<file path="src/rtl/icache_pkg.sv">
// Shared types and address-split helpers for the instruction cache.
// Pure declarations: no latency, no flow control.
package icache_pkg;

    localparam int unsigned ADDR_W     = 32;
    localparam int unsigned DATA_W     = 32;
    localparam int unsigned NUM_LINES  = 16;
    localparam int unsigned LINE_WORDS = 4;
    localparam int unsigned OFF_W      = $clog2(DATA_W / 8);
    localparam int unsigned WORD_W     = $clog2(LINE_WORDS);
    localparam int unsigned INDEX_W    = $clog2(NUM_LINES);
    localparam int unsigned TAG_W      = ADDR_W - INDEX_W - WORD_W - OFF_W;

    typedef enum logic [2:0] {
        IDLE,
        HIT_RSP,
        MISS_REQ,
        MISS_WAIT,
        MISS_RSP
    } state_t;

    // Field widths are passed in so a parameterised instance can reuse these helpers.
    function automatic logic [63:0] get_word(input logic [63:0] addr,
                                             input int unsigned off_w,
                                             input int unsigned word_w);
        return (addr >> off_w) & ((64'd1 << word_w) - 64'd1);
    endfunction

    function automatic logic [63:0] get_index(input logic [63:0] addr,
                                              input int unsigned off_w,
                                              input int unsigned word_w,
                                              input int unsigned index_w);
        return (addr >> (off_w + word_w)) & ((64'd1 << index_w) - 64'd1);
    endfunction

    function automatic logic [63:0] get_tag(input logic [63:0] addr,
                                            input int unsigned off_w,
                                            input int unsigned word_w,
                                            input int unsigned index_w);
        return addr >> (off_w + word_w + index_w);
    endfunction

endpackage

</file>
<file path="src/rtl/icache_store.sv">
// Valid/tag/data arrays of the direct-mapped cache: combinational read, 1-cycle writes.
// No flow control; flush clears every valid bit and overrides a same-cycle tag write.
module icache_store #(
    parameter int unsigned DATA_WIDTH     = 32,
    parameter int unsigned LINES          = 16,
    parameter int unsigned WORDS_PER_LINE = 4,
    parameter int unsigned TAG_BITS       = 24
) (
    input  logic                              clk,
    input  logic                              rst,
    input  logic [$clog2(LINES)-1:0]          rd_index,
    input  logic [$clog2(WORDS_PER_LINE)-1:0] rd_word,
    output logic                              rd_valid,
    output logic [TAG_BITS-1:0]               rd_tag,
    output logic [DATA_WIDTH-1:0]             rd_data,
    input  logic                              wr_en,
    input  logic [$clog2(LINES)-1:0]          wr_index,
    input  logic [$clog2(WORDS_PER_LINE)-1:0] wr_word,
    input  logic [DATA_WIDTH-1:0]             wr_data,
    input  logic                              tag_wr_en,
    input  logic [TAG_BITS-1:0]               tag_wr_tag,
    input  logic                              tag_wr_valid,
    input  logic                              flush_all
);

    logic [LINES-1:0]      valid_q;
    logic [TAG_BITS-1:0]   tag_mem  [LINES];
    logic [DATA_WIDTH-1:0] data_mem [LINES][WORDS_PER_LINE];

    assign rd_valid = valid_q[rd_index];
    assign rd_tag   = tag_mem[rd_index];
    assign rd_data  = data_mem[rd_index][rd_word];

    always_ff @(posedge clk) begin
        if (!rst) begin
            valid_q <= '0;
        end else begin
            if (tag_wr_en) begin
                valid_q[wr_index] <= tag_wr_valid;
            end
            if (flush_all) begin
                valid_q <= '0;
            end
        end
    end

    always_ff @(posedge clk) begin
        if (tag_wr_en) begin
            tag_mem[wr_index] <= tag_wr_tag;
        end
    end

    always_ff @(posedge clk) begin
        if (wr_en) begin
            data_mem[wr_index][wr_word] <= wr_data;
        end
    end

endmodule

</file>
<file path="src/rtl/icache_responder.sv">
// Direct-mapped read-only I-cache: hit answers 1 cycle after accept, miss refills a whole line.
// req_ready only in IDLE; one memory request outstanding; rsp is an unthrottled pulse.
module icache_responder
    import icache_pkg::*;
#(
    parameter int unsigned ADDRESS_WIDTH  = 32,
    parameter int unsigned DATA_WIDTH     = 32,
    parameter int unsigned LINES          = 16,
    parameter int unsigned WORDS_PER_LINE = 4
) (
    input  logic                     clk,
    input  logic                     rst,
    input  logic                     req_valid,
    input  logic [ADDRESS_WIDTH-1:0] req_addr,
    output logic                     req_ready,
    output logic                     rsp_valid,
    output logic [DATA_WIDTH-1:0]    rsp_instr,
    input  logic                     flush,
    output logic                     mem_req_valid,
    output logic [ADDRESS_WIDTH-1:0] mem_req_addr,
    input  logic                     mem_req_ready,
    input  logic                     mem_rsp_valid,
    input  logic [DATA_WIDTH-1:0]    mem_rsp_data
);

    localparam int unsigned OFS_BITS = $clog2(DATA_WIDTH / 8);
    localparam int unsigned WRD_BITS = $clog2(WORDS_PER_LINE);
    localparam int unsigned IDX_BITS = $clog2(LINES);
    localparam int unsigned TAG_BITS = ADDRESS_WIDTH - IDX_BITS - WRD_BITS - OFS_BITS;
    localparam logic [WRD_BITS-1:0] LAST_BEAT = WRD_BITS'(WORDS_PER_LINE - 1);
    localparam logic [ADDRESS_WIDTH-1:0] LINE_MASK =
        ADDRESS_WIDTH'((64'd1 << (OFS_BITS + WRD_BITS)) - 64'd1);

    state_t                   state;
    logic [ADDRESS_WIDTH-1:0] line_base_q;
    logic [TAG_BITS-1:0]      tag_q;
    logic [IDX_BITS-1:0]      index_q;
    logic [WRD_BITS-1:0]      req_word_q;
    logic [WRD_BITS-1:0]      beat;
    logic [WRD_BITS-1:0]      beat_nxt;
    logic                     flush_pending;

    logic [TAG_BITS-1:0]      lk_tag;
    logic [IDX_BITS-1:0]      lk_index;
    logic [WRD_BITS-1:0]      lk_word;
    logic                     rd_valid;
    logic [TAG_BITS-1:0]      rd_tag;
    logic [DATA_WIDTH-1:0]    rd_data;
    logic                     hit;
    logic                     refill_wr;
    logic                     refill_last;

    assign lk_tag   = TAG_BITS'(get_tag(64'(req_addr), OFS_BITS, WRD_BITS, IDX_BITS));
    assign lk_index = IDX_BITS'(get_index(64'(req_addr), OFS_BITS, WRD_BITS, IDX_BITS));
    assign lk_word  = WRD_BITS'(get_word(64'(req_addr), OFS_BITS, WRD_BITS));

    // Lookup sees the valid bits as they stand this cycle, so a same-cycle flush does not hide a hit.
    assign hit         = rd_valid && (rd_tag == lk_tag);
    assign req_ready   = (state == IDLE);
    assign beat_nxt    = beat + WRD_BITS'(1);
    assign refill_wr   = (state == MISS_WAIT) && mem_rsp_valid;
    assign refill_last = refill_wr && (beat == LAST_BEAT);

    icache_store #(
        .DATA_WIDTH     (DATA_WIDTH),
        .LINES          (LINES),
        .WORDS_PER_LINE (WORDS_PER_LINE),
        .TAG_BITS       (TAG_BITS)
    ) u_store (
        .clk          (clk),
        .rst          (rst),
        .rd_index     (lk_index),
        .rd_word      (lk_word),
        .rd_valid     (rd_valid),
        .rd_tag       (rd_tag),
        .rd_data      (rd_data),
        .wr_en        (refill_wr),
        .wr_index     (index_q),
        .wr_word      (beat),
        .wr_data      (mem_rsp_data),
        .tag_wr_en    (refill_last),
        .tag_wr_tag   (tag_q),
        .tag_wr_valid (!flush_pending),
        .flush_all    (flush)
    );

    always_ff @(posedge clk) begin
        if (!rst) begin
            state         <= IDLE;
            rsp_valid     <= 1'b0;
            rsp_instr     <= '0;
            mem_req_valid <= 1'b0;
            mem_req_addr  <= '0;
            beat          <= '0;
            flush_pending <= 1'b0;
            line_base_q   <= '0;
            tag_q         <= '0;
            index_q       <= '0;
            req_word_q    <= '0;
        end else begin
            rsp_valid <= 1'b0;
            if (flush && (state == MISS_REQ || state == MISS_WAIT)) begin
                flush_pending <= 1'b1;
            end
            case (state)
                IDLE: begin
                    if (req_valid) begin
                        line_base_q <= req_addr & ~LINE_MASK;
                        tag_q       <= lk_tag;
                        index_q     <= lk_index;
                        req_word_q  <= lk_word;
                        beat        <= '0;
                        if (hit) begin
                            rsp_valid <= 1'b1;
                            rsp_instr <= rd_data;
                            state     <= HIT_RSP;
                        end else begin
                            mem_req_valid <= 1'b1;
                            mem_req_addr  <= req_addr & ~LINE_MASK;
                            state         <= MISS_REQ;
                        end
                    end
                end
                HIT_RSP: begin
                    state <= IDLE;
                end
                MISS_REQ: begin
                    if (mem_req_ready) begin
                        mem_req_valid <= 1'b0;
                        state         <= MISS_WAIT;
                    end
                end
                MISS_WAIT: begin
                    if (mem_rsp_valid) begin
                        // Capture the requested word as it streams past instead of re-reading the line.
                        if (beat == req_word_q) begin
                            rsp_instr <= mem_rsp_data;
                        end
                        if (beat == LAST_BEAT) begin
                            rsp_valid <= 1'b1;
                            state     <= MISS_RSP;
                        end else begin
                            beat          <= beat_nxt;
                            mem_req_valid <= 1'b1;
                            mem_req_addr  <= line_base_q | (ADDRESS_WIDTH'(beat_nxt) << OFS_BITS);
                            state         <= MISS_REQ;
                        end
                    end
                end
                MISS_RSP: begin
                    flush_pending <= 1'b0;
                    state         <= IDLE;
                end
                default: begin
                    state <= IDLE;
                end
            endcase
        end
    end

endmodule

</file>
<file path="config.mk">
export PLATFORM = sky130hd
export DESIGN_NAME = icache_responder
export DESIGN_NICKNAME = d
export VERILOG_FILES = /design/src/rtl/icache_pkg.sv /design/src/rtl/icache_store.sv /design/src/rtl/icache_responder.sv
export SDC_FILE = /design/constraint.sdc
export NUM_CORES = 2
export LEC_CHECK = 0
export CAP_MARGIN = 25
export CORE_MARGIN = 4
export CORE_UTILIZATION = 55
export CTS_CLUSTER_SIZE = 8
export DETAILED_ROUTE_END_ITERATION = 16
export GPL_ROUTABILITY_DRIVEN = 0
export PLACE_DENSITY = 0.79
export SETUP_SLACK_MARGIN = 0.05
export SYNTH_ARGS = -nofsm -noshare
export SYNTH_HDL_FRONTEND = slang
export SYNTH_SLANG_ARGS = --single-unit
</file>
<file path="constraint.sdc">
create_clock -name clk -period 13.9 [get_ports clk]
set_input_delay 1.39 -clock clk [delete_from_list [all_inputs] [get_ports clk]]
set_output_delay 1.39 -clock clk [all_outputs]
set_load 0.005 [all_outputs]
</file>
==> impl_results.html <==
<table>
<tr><th>Metric</th><th>Value</th></tr>
<tr><th colspan="2">STA</th></tr>
<tr><td>Final setup skew</td><td>0.0606 ns</td></tr>
<tr><td>Final worst path period need</td><td>6.30 ns</td></tr>
<tr><td>Worst slew margin relative to its limit</td><td>0.175</td></tr>
<tr><td>Number of slew-limit violations in the final report</td><td>0</td></tr>
<tr><td>Peak Freq</td><td>159 MHz</td></tr>
<tr><td>Unrepaired setup endpoints after global routing</td><td>no</td></tr>
<tr><td>Final Hold Fails</td><td>0</td></tr>
<tr><td>Pin slew with the least headroom to its limit</td><td>1.23 ns</td></tr>
<tr><td>Worst Slack Setup Final</td><td>7.60 ns</td></tr>
<tr><td>Setup TNS</td><td>0 ns</td></tr>
<tr><td>Endpoints failing setup</td><td>0</td></tr>
<tr><td>Final hold slack</td><td>0.480 ns</td></tr>
<tr><td>Final worst-path cycle share</td><td>0.453</td></tr>
<tr><th colspan="2">Floorplan</th></tr>
<tr><td>Die outline height</td><td>434 µm</td></tr>
<tr><td>Cell Rows</td><td>155</td></tr>
<tr><td>Boundary pin count</td><td>137</td></tr>
<tr><td>Area of the core</td><td>179000 µm²</td></tr>
<tr><td>Die boundary width</td><td>434 µm</td></tr>
<tr><td>Starting density of the core</td><td>0.556</td></tr>
<tr><td>Die area</td><td>188000 µm²</td></tr>
<tr><th colspan="2">CTS</th></tr>
<tr><td>Count of hold buffers inserted by post-cts repair</td><td>0</td></tr>
<tr><td>H-tree depth</td><td>5</td></tr>
<tr><td>CTS sink count</td><td>2548</td></tr>
<tr><td>Clock latency on the worst-skew pair</td><td>0.96 ns</td></tr>
<tr><td>Maximum clock insertion buffer count</td><td>4</td></tr>
<tr><td>CTS root buffer</td><td>clkbuf_16</td></tr>
<tr><td>CTS tree</td><td>built</td></tr>
<tr><td>TritonCTS Buffers</td><td>368</td></tr>
<tr><td>Post-CTS Setup Inserts</td><td>0</td></tr>
<tr><td>Cts repair resizes</td><td>0</td></tr>
<tr><td>Clock-pin slew on the worst setup and hold paths</td><td>0.05 ns</td></tr>
<tr><th colspan="2">Final layout</th></tr>
<tr><td>Area growth, synth to finish</td><td>14.2%</td></tr>
<tr><td>Share of final-layout standard cells stronger than drive strength 1</td><td>0.261</td></tr>
<tr><td>Final layout net count</td><td>5108</td></tr>
<tr><td>Final design utilization</td><td>0.635</td></tr>
<tr><td>Post-Layout Cell Count</td><td>7545</td></tr>
<tr><th colspan="2">Yosys</th></tr>
<tr><td>Fraction of synthesized cell area in xor and xnor cells</td><td>0.00229</td></tr>
<tr><td>Share of the synthesized area in the top cell type</td><td>0.733</td></tr>
<tr><td>Commonest cells in the netlist</td><td>2432 x edfxtp_1, 685 x mux4_2, 270 x nand2_1</td></tr>
<tr><td>Most frequent cell after synthesis</td><td>edfxtp_1</td></tr>
<tr><td>Library cells used by synthesis</td><td>62</td></tr>
<tr><td>Share of synthesized cell area in full adder, half adder and majority cells</td><td>0.000503</td></tr>
<tr><td>Number of flops mapped to enable cells by yosys</td><td>2432</td></tr>
<tr><td>Ys flop type</td><td>edfxtp_1</td></tr>
<tr><td>Simple-gate share of the synthesized area</td><td>0.0253</td></tr>
<tr><td>Flip-flop and latch count after synthesis</td><td>2548</td></tr>
<tr><td>Post-synthesis mux area share</td><td>0.173</td></tr>
<tr><td>Cell area after synthesis</td><td>99600 µm²</td></tr>
<tr><td>Yosys synthesis warning count</td><td>0</td></tr>
<tr><td>Area fraction in compound gates after synthesis</td><td>0.0250</td></tr>
<tr><td>Async set or reset register ratio after synthesis</td><td>0</td></tr>
<tr><td>Number of instances in the synthesized netlist</td><td>4673</td></tr>
<tr><td>Fraction of the yosys area taken by sequential cells</td><td>0.757</td></tr>
<tr><td>Library cell occupying the most area in the post-synthesis netlist</td><td>edfxtp_1</td></tr>
<tr><td>Combinational family with the most area after synthesis</td><td>multiplexers</td></tr>
<tr><td>Leading cell types by total area after synthesis</td><td>edfxtp_1 73%, mux4_2 15%, dfxtp_1 2.3%</td></tr>
<tr><td>Avg Inst Size Synth</td><td>21.3 µm²</td></tr>
<tr><th colspan="2">Setup path</th></tr>
<tr><td>Slowest stage cell, crit path</td><td>buf_4</td></tr>
<tr><td>Crit path capture type</td><td>flip-flop</td></tr>
<tr><td>Critical path's top delay family</td><td>buffers and inverters</td></tr>
<tr><td>Critical R2R Launch</td><td>u_store.tag_mem[10][1]</td></tr>
<tr><td>Largest stage delay on the critical path</td><td>0.86 ns</td></tr>
<tr><td>Largest fanout of any net on the critical path</td><td>81</td></tr>
<tr><td>Worst path arrival time</td><td>7.13 ns</td></tr>
<tr><td>Most Frequent Cell on Critical Path</td><td>buf_4</td></tr>
<tr><td>Total number of cells along the worst setup path</td><td>12</td></tr>
<tr><td>Sequence of cells on the critical path</td><td>buf_8 &gt; buf_4 &gt; buf_4 &gt; buf_4 &gt; buf_4 &gt; mux4_2 &gt; mux4_2 &gt; nand2_1 &gt; a311oi_1 &gt; and2_1 &gt; nand4_1 &gt; o311ai_1</td></tr>
<tr><td>Class of the most critical setup path</td><td>in -&gt; reg</td></tr>
<tr><td>Setup crit start kind</td><td>primary input</td></tr>
<tr><td>Req. time, crit path</td><td>14.74 ns</td></tr>
<tr><td>Worst setup path startpoint</td><td>req_addr[5]</td></tr>
<tr><td>Buf/Inv on CP</td><td>5</td></tr>
<tr><td>FF-to-FF path depth</td><td>8</td></tr>
<tr><th colspan="2">Global routing</th></tr>
<tr><td>Antenna violations before repair</td><td>17</td></tr>
<tr><td>Number of global-route vias before repair</td><td>54500</td></tr>
<tr><td>First-pass GRT wire length</td><td>401 mm</td></tr>
<tr><td>Total congestion overflow after global routing</td><td>0</td></tr>
<tr><td>Total global-route track usage</td><td>0.303</td></tr>
<tr><td>Maximum number of pins on one net before global-route repair</td><td>115</td></tr>
<tr><th colspan="2">Hold path</th></tr>
<tr><td>Worst Hold Class</td><td>reg -&gt; reg</td></tr>
<tr><td>Worst Min Path Start</td><td>u_store.valid_q[6]</td></tr>
<tr><td>Number of cells traversed by the worst hold path</td><td>2</td></tr>
<tr><th colspan="2">Power and ir drop</th></tr>
<tr><td>Highest ir drop seen on vdd</td><td>107 µV</td></tr>
<tr><td>Cell leakage power</td><td>36.2 nW</td></tr>
<tr><td>Power per standard cell area</td><td>153 nW/µm²</td></tr>
<tr><th colspan="2">Placed design</th></tr>
<tr><td>Cell total after placement</td><td>7017</td></tr>
<tr><td>Buffers on Ports</td><td>132</td></tr>
<tr><td>Worst-case setup slack after placement</td><td>6.85 ns</td></tr>
<tr><td>Placed wire-length estimate</td><td>135 mm</td></tr>
<tr><th colspan="2">Routing</th></tr>
<tr><td>Vias per inst</td><td>7.16</td></tr>
<tr><td>Pre-Repair DR Iteration Count</td><td>8</td></tr>
<tr><td>Vias after detailed routing</td><td>54000</td></tr>
<tr><td>First DRT Iteration DRCs</td><td>9453</td></tr>
<tr><td>Average routed wire per standard cell</td><td>37.5 µm</td></tr>
<tr><td>Final Routed Wirelength</td><td>283 mm</td></tr>
<tr><td>DRC errors left</td><td>0</td></tr>
<tr><td>Final ANT Viol Nets</td><td>0</td></tr>
<tr><th colspan="2">Status</th></tr>
<tr><td>Outcome</td><td>complete, no violations</td></tr>
<tr><th colspan="2">Job</th></tr>
<tr><td>Number of violations of the max-capacitance limit</td><td>0</td></tr>
</table>
==> area by class of cell <==
class / instances / area [µm²]
clock buffers: 504 / 9830
flip-flops and latches: 2548 / 75400
inverters: 8 / 31.3
repair buffers: 284 / 2420
diodes: 14 / 35.0
fillers: 11100 / 65400
well taps: 2355 / 2950
multi-input cells: 1824 / 23100
clock inverters: 8 / 80.1
==> flip-flops by register name, summed over array words and instances (netlist names) <==
register	count
req_word_q	2
u_store.data_mem	2048
rsp_valid	1
u_store.tag_mem	384
flush_pending	1
state	3
beat	2
tag_q	24
rsp_instr	32
mem_req_valid	1
line_base_q	1
u_store.valid_q	16
index_q	3
mem_req_addr	30
==> cell usage in the layout, fill, tap and decap left out, drive strengths merged, types with 18 or more instances in the layout <==
master and n:
mux2i 167, a31oi 30, nand2 270, mux4 685, clkbuf 505, o22ai 19, edfxtp 2432, clkdlybuf4s50 94
buf 189, a22oi 18, or3 18, o311ai 32, dfxtp 116, nand3 19, a211oi 21, nand4 38
a21oi 60, o311a 28, o21ai 56, nor2 176
==> power by group <==
part,internal (W),switching (W),leakage (nW)
clock network,0.00481,0.00307,4.79
logic,0.000364,0.000601,8.44
registers,0.00846,0.0000600,23.0
total,0.0136,0.00374,36.2
==> worst min-delay path: cells and delay by family (launching register included) <==
family	cells	cell delay [ns]
flip-flops	1	0.30
AO/OA/AOI/OAI	2	0.13
==> cell families (layout without fill, tap and decap cells) <==
group                      Yosys count  in the layout
adders and majority gates            4              4
xor gates and xnor gates            26             26
and+or+nand+nor                    583            583
buffers and inverters              302            804
other                                1             16
muxes                              864            864
DFF                               2548           2548
AOI/OAI and AO/OA                  345            345
==> per-stage QoR <==
stage	total power (W)	instance area [µm²]
after floorplan	0.00918	99600
after global placement	0.00955	104000
after detailed placement	0.00958	104000
after CTS	0.0174	114000
after global routing	0.0178	114000
final	0.0174	114000
==> layer usage <==
metal | global-route usage | part of all wire | wire, µm
met1 | 0.390 | 0.32 | 91800
met2 | 0.475 | 0.48 | 136000
met3 | 0.0817 | 0.13 | 36600
met4 | 0.169 | 0.062 | 17700
met5 | 0 | 0.00028 | 80
==> final timing paths <==
check	end	slack (ns)
max	rsp_instr[24]	7.60
min	u_store.valid_q[6]	0.48
max reg2reg	mem_req_addr[18]	9.71
min reg2reg	u_store.valid_q[6]	0.48
(Power assumes the default switching activity.)
